===== src/rtl/pwm_duty_ramp_ctrl.sv =====
// Duty ramp sequencer for the 4-bit counter-compare PWM: duty moves toward a target one LSB per N periods.
// Optional triangle "breathe" loop between 0 and target is built when PWM_DUTY_BREATHE_EN is defined.
module pwm_duty_ramp_ctrl #(
  parameter int DUTY_W   = 4,
  parameter int MAX_DUTY = 8,
  parameter int RATE_W   = 8
) (
  input  logic              clk,
  input  logic              rst,
  input  logic              period_tick,
  input  logic              cfg_valid,
  output logic              cfg_ready,
  input  logic [DUTY_W-1:0] cfg_target,
  input  logic [RATE_W-1:0] cfg_rate,
  input  logic              abort,
  output logic [DUTY_W-1:0] duty,
  output logic              busy,
  output logic              done,
  output logic [1:0]        state
);

  typedef enum logic [1:0] {IDLE = 2'd0, UP = 2'd1, DOWN = 2'd2, HOLD = 2'd3} state_t;

  state_t            state_q, state_d;
  logic [DUTY_W-1:0] duty_q, duty_d, target_q, target_d;
  logic [RATE_W-1:0] rate_q, rate_d, cnt_q, cnt_d;
  logic              done_q, done_d;
  logic [DUTY_W-1:0] tgt_clamp, dst, nxt_duty;
  logic              ramping, accept, step_now;

  assign ramping   = (state_q == UP) || (state_q == DOWN);
  assign tgt_clamp = (cfg_target > DUTY_W'(MAX_DUTY)) ? DUTY_W'(MAX_DUTY) : cfg_target;
  assign step_now  = (rate_q == '0) || (cnt_q == rate_q - RATE_W'(1));

`ifdef PWM_DUTY_BREATHE_EN
  // low_q: the current DOWN leg heads for 0 rather than for target_q
  logic low_q, low_d;
  assign cfg_ready = !rst && (!ramping || (target_q != '0));
  assign dst       = (state_q == DOWN && low_q) ? '0 : target_q;
`else
  assign cfg_ready = !rst && !ramping;
  assign dst       = target_q;
`endif

  assign accept   = cfg_valid && cfg_ready && !abort;
  assign nxt_duty = (rate_q == '0)     ? dst :
                    (state_q == UP)    ? duty_q + DUTY_W'(1) :
                                         duty_q - DUTY_W'(1);

  always_comb begin
    state_d  = state_q;
    duty_d   = duty_q;
    target_d = target_q;
    rate_d   = rate_q;
    cnt_d    = cnt_q;
    done_d   = 1'b0;
`ifdef PWM_DUTY_BREATHE_EN
    low_d    = low_q;
`endif
    if (abort) begin
      // freeze duty where it is; no completion pulse
      cnt_d = '0;
      if (ramping) state_d = HOLD;
`ifdef PWM_DUTY_BREATHE_EN
      low_d = 1'b0;
`endif
    end else if (accept) begin
      target_d = tgt_clamp;
      rate_d   = cfg_rate;
      cnt_d    = '0;
`ifdef PWM_DUTY_BREATHE_EN
      low_d    = 1'b0;
`endif
      if (tgt_clamp > duty_q)      state_d = UP;
      else if (tgt_clamp < duty_q) state_d = DOWN;
      else begin
        state_d = HOLD;
        done_d  = 1'b1;
      end
    end else if (period_tick && ramping) begin
      if (step_now) begin
        cnt_d  = '0;
        duty_d = nxt_duty;
        if (nxt_duty == dst) begin
          done_d  = 1'b1;
          state_d = HOLD;
`ifdef PWM_DUTY_BREATHE_EN
          if (target_q != '0) begin
            if (state_q == DOWN && low_q) begin
              state_d = UP;
              low_d   = 1'b0;
            end else begin
              state_d = DOWN;
              low_d   = 1'b1;
            end
          end
`endif
        end
      end else begin
        cnt_d = cnt_q + RATE_W'(1);
      end
    end
  end

  always_ff @(posedge clk or posedge rst) begin
    if (rst) begin
      state_q  <= IDLE;
      duty_q   <= '0;
      target_q <= '0;
      rate_q   <= '0;
      cnt_q    <= '0;
      done_q   <= 1'b0;
`ifdef PWM_DUTY_BREATHE_EN
      low_q    <= 1'b0;
`endif
    end else begin
      state_q  <= state_d;
      duty_q   <= duty_d;
      target_q <= target_d;
      rate_q   <= rate_d;
      cnt_q    <= cnt_d;
      done_q   <= done_d;
`ifdef PWM_DUTY_BREATHE_EN
      low_q    <= low_d;
`endif
    end
  end

  assign duty  = duty_q;
  assign done  = done_q;
  assign busy  = ramping;
  assign state = state_q;

endmodule


===== config.mk =====
export PLATFORM = sky130hd
export DESIGN_NAME = pwm_duty_ramp_ctrl
export DESIGN_NICKNAME = d
export VERILOG_FILES = /design/src/rtl/pwm_duty_ramp_ctrl.sv
export SDC_FILE = /design/constraint.sdc
export NUM_CORES = 1
export LEC_CHECK = 0
export CORE_UTILIZATION = 40
export CTS_BUF_LIST = sky130_fd_sc_hd__clkbuf_4 sky130_fd_sc_hd__clkbuf_8 sky130_fd_sc_hd__clkbuf_16
export DETAILED_ROUTE_END_ITERATION = 7
export PLACE_DENSITY = 0.61
export SYNTH_ARGS = -nofsm -noshare
export SYNTH_HDL_FRONTEND = slang
export SYNTH_SLANG_ARGS = --single-unit

===== constraint.sdc =====
create_clock -name clk -period 6.9 [get_ports clk]
set_clock_uncertainty 0.05 [all_clocks]
set_input_delay 1.725 -clock clk [delete_from_list [all_inputs] [get_ports clk]]
set_output_delay 1.725 -clock clk [all_outputs]
set_load 0.01 [all_outputs]

## Word level (Yosys, flattened, before mapping)

Cells that the tools add are included.
W data, S select, Z words.

| word-level totals | value |
|---|---|
| bits in registers | 27 |
| input bits | 17 |
| output and inout bits | 9 |
| logic and storage cells | 58 |

| operators by class | value |
|---|---|
| add/subtract/negate cells | 4 |
| magnitude comparators | 3 |
| eq/ne operators | 5 |
| muxes and demuxes | 22 |
| bitwise gates (word level) | 2 |
| reduce and logical (&&, ||, !) cells | 16 |

Operator list:

| operator | count |
|---|---|
| $mux W8 | 4 |
| $mux W2 | 7 |
| $mux W4 | 3 |
| $reduce_bool A3 Y1 | 3 |
| $add A8 B1 Y8 const B | 1 |
| $eq A8 B8 Y1 | 1 |
| $logic_not A8 Y1 | 1 |
| $mux W1 | 8 |
| $reduce_and A4 Y1 | 2 |
| $sub A8 B1 Y8 const B | 1 |
| $add A4 B1 Y4 const B | 1 |
| $eq A4 B4 Y1 | 1 |
| $gt A4 B4 Y1 | 1 |
| $gt A4 B4 Y1 const B | 1 |
| $logic_and A1 B1 Y1 | 4 |
| $lt A4 B4 Y1 | 1 |
| $sub A4 B1 Y4 const B | 1 |
| $logic_not A1 Y1 | 3 |
| $eq A2 B1 Y1 const B | 1 |
| $eq A2 B2 Y1 const B | 1 |
| $logic_or A1 B1 Y1 | 2 |
| $ne A2 B1 Y1 const B | 1 |
| $not A1 Y1 | 2 |
| $reduce_and A2 Y1 | 1 |

## Longest topological paths before layout

| logic depth | value |
|---|---|
| depth after elaboration | 9 |
| gate-level depth with buffers | 10 |
| mapped depth without buffers | 10 |

## Worst setup path after synthesis

Ideal clock, no wire load.

| timing | value |
|---|---|
| kind | input port to output port |
| from | input rst |
| to | output cfg_ready |
| arrival time | 1.964 ns |
| data required time | 5.125 ns |
| path slack | 3.161 ns |
| stages | 1 |
| buffers on the path | 0 |
| cells stage by stage | nor2b_1 |

| on the way | value |
|---|---|
| cells in the longest elaborated chain, start to end | 2 |

Ends and longest elaborated chain:

| what | line | text |
|---|---|---|
| start: declaration | 9 | `input logic rst,` |
| $logic_not A1 Y1 (no line) | -- |  |
| $logic_and A1 B1 Y1 | 41 | `assign cfg_ready = !rst && !ramping;` |
| end: declaration | 12 | `output logic cfg_ready,` |

No other way between the ends.

## Final worst setup path

Same ends and word-level chain as after synthesis.

==> summary.md <==
| Metric | Value |
|---|---|
| Total grt overflow | 0 |
| Worst path max stage delay | 570 ps |
| Root Buffer | clkbuf_8 |
| Peak VDD IR | 0.0001324 V |
| Largest family of logic cells by synthesized area | simple AND/OR/NAND/NOR gates |
| Slew headroom | 30.72% |
| Clk buf depth | 2 |
| Max Cap Viol | 0 |
| Finished Layout Cells | 281 |
| Gate Count Post-Synth | 203 |
| Compound-Gate Fraction of Synth Area | 16.11% |
| Fmax | 213.4 MHz |
| EDFF count, synth | 0 |
| Die width | 69.83 microns |
| Vias in the first global route | 1430 |
| Die height | 69.83 microns |
| Outcome | finished, final reports clean |
| Setup TNS | 0 ps |
| Leading post-synthesis cells by cell area | dfrtp_1 (37%), nand2_1 (7.3%), ha_1 (6.8%) |
| Critical Path Stages | 3 |
| CORE AREA | 4384 sq um |
| Synth Flop Type | dfrtp_1 |
| Setup violations, final | 0 |
| Filler Cell Count | 446 |
| CP bufs+invs | 2 |
| Worst R2R Setup Slack | 4130 ps |
| Most frequent CP cell | clkdlybuf4s50_1 |
| Site Rows | 24 |
| R2r endpoint | state[1] |
| Global-route wire length before repair | 6630 microns |
| H-Tree Depth | 1 |
| Adder-Cell Fraction of Synth Area | 7.886% |
| Post-synthesis mux area share | 1.768% |
| Top-area cell type share of the netlist area | 36.71% |
| Tcrit/Tclk final | 67.92% |
| Sink Count | 27 |
| Clk_lat worst skew | 270 ps |
| Yosys warns | 0 |
| Placed Cells | 277 |
| Final max-slew violation count | 0 |
| Diode count | 0 |
| Residual DRC count | 0 |
| Count of cell types in the netlist | 48 |
| Initial antenna violation count | 0 |
| WP data arrival | 2910 ps |
| Multi-input gate area | 1112 sq um |
| Total power | 0.0008571 W |
| Minimum clock period | 4687 ps |
| Final nets | 258 |
| Post-CTS sizing | 0 |
| Via count | 1495 |
| Worst r2r src | state[1] |
| DR iter-0 viols | 66 |
| Critical Setup Path Class | input pin to primary output |
| Num CTS Buffers | 3 |
| CP Cell Sequence | clkdlybuf4s50_1, nor2b_1, clkdlybuf4s50_1 |
| Asr flop ratio synth | 100.0% |
| Mean area per synthesized cell | 9.067 sq um |
| Io pins | 26 |
| Hold-fix buffers at CTS | 0 |
| Post-route cell area | 2193 sq um |
| Placed cell area | 2145 sq um |
| Final wirelength | 3886 microns |
| Hold WC Path Type | register to register |
| Worst Reg-to-Reg Cells | 10 |
| Clock slew at reported path FFs | 100 ps |
| CP endpoint | cfg_ready |
| Largest net degree at the start of global routing | 28 |
| Antenna viol nets, final | 0 |
| Port Buffer Count | 25 |
| Family with the most delay on the worst path | buffers and inverters |
| Slew @ Worst Pin | 1038 ps |
| Post-Synth Simple-Gate Area | 24.41% |
| HPWL after DPL | 2962 microns |
| Die ar. | 4876 sq um |
| CTS tree | built |
| Mapped cell area | 1841 sq um |
| Area delta synth->final | 19.17% |
| Syn nets | 231 |
| Area leader, netlist | dfrtp_1 |
| Share of cells above drive strength 1 | 6.114% |
| Post-synthesis xor/xnor area fraction | 10.27% |
| CP Max Fanout | 3 |
| Leakage | 0.9735 nW |
| RSZ-0062 raised after global routing | false |
| Critical path origin | rst |
| Register area | 675.6 sq um |
| Total GRT Usage | 17.12% |
| Initial core utilization | 41.98% |
| Setup crit end kind | primary output |
| Critical path's slowest cell | clkdlybuf4s50_1 |
| Post-CTS Setup Inserts | 0 |
| DR pass1 iterations | 5 |
| Via/cell ratio | 5.320 |
| Commonest non-fill, non-tap cell in the layout | nand2_1 |
| Worst path required time | 5120 ps |
| Cell area power density | 390.8 nW/um^2 |
| Drt wl/cell | 13.83 microns |
| Post-synthesis sequential area ratio | 36.71% |
| Commonest cells after routing, fill and taps aside | nand2_1 (36), dfrtp_1 (27), clkdlybuf4s50_1 (25) |
| Crit path launch type | input pin |
| Gpl congestion | 0.8613 |
| #FFs+latches synth | 27 |
| Endpoints failing hold | 0 |
==> kinds of logic (layout without fill, tap and decap cells) <==
| kind of cell | count (synthesis) | after routing |
|---|---|---|
| simple gates | 88 | 88 |
| compound gates | 40 | 40 |
| flops | 27 | 27 |
| xor+xnor | 20 | 20 |
| buf+inv | 14 | 40 |
| fa+ha+maj | 11 | 11 |
| mux | 3 | 3 |
==> per-stage QoR <==
step                      hold slack [ps]  worst slack (ps)  util, %
after global placement              450.3              2248    48.92
after floorplan                     420.2              3161        -
final                               474.5              2213    50.03
after global routing                506.1              2141    50.03
after CTS                           482.3              2213    50.03
after detailed placement            459.6              2218    48.92
==> worst min-delay path by stage <==
stage                  start  endpoint  depth (start not counted)
detailed placement  state[0]  state[0]                          1
CTS                 state[0]  state[0]                          1
global placement    state[1]  state[1]                          2
finish              state[0]  state[0]                          1
floorplan             dst[3]    dst[3]                          2
global route        state[0]  state[0]                          1
==> area by class of cell <==
class                      instances  area share, %
sequential                        27          30.80
inverter                          11          1.882
multi-input combinational        162          50.71
tap                               52          2.966
clock buffer                       4          2.225
timing repair buffer              25          11.41
==> flip-flops by register name, summed over array words and instances (netlist names) <==
name	cells
cnt_q	8
dst	4
done	1
state	2
rate_q	8
duty	4
==> where the power goes <==
| part | switching (W) | total, W | internal, W |
|---|---|---|---|
| clock network | 0.0000523 | 0.0000977 | 0.0000454 |
| registers | 0.0000721 | 0.000282 | 0.000209 |
| logic | 0.000235 | 0.000478 | 0.000243 |
==> metal layers <==
| layer | GRT usage (%) | routed length, microns |
|---|---|---|
| met3 | 3.052 | 178 |
| met5 | 0 | 0 |
| met4 | 5.111 | 25 |
| met1 | 26.33 | 2010 |
| met2 | 24.15 | 1673 |
==> Yosys cell counts (2+ instances only) <==
library cell / instances
xnor2_1: 9
o22a_1: 4
and3_1: 4
xor2_1: 10
clkbuf_1: 3
nor2_1: 13
o211ai_1: 5
nand2b_1: 2
dfrtp_1: 27
nand2_1: 36
nor4_1: 3
and2_1: 2
o21ai_0: 5
nand3_1: 2
mux2_2: 2
a21oi_1: 4
nor2b_1: 6
nor3_1: 10
a31oi_1: 4
ha_1: 10
inv_1: 11
o21a_1: 2
a22o_1: 4
(Power assumes the default switching activity.)
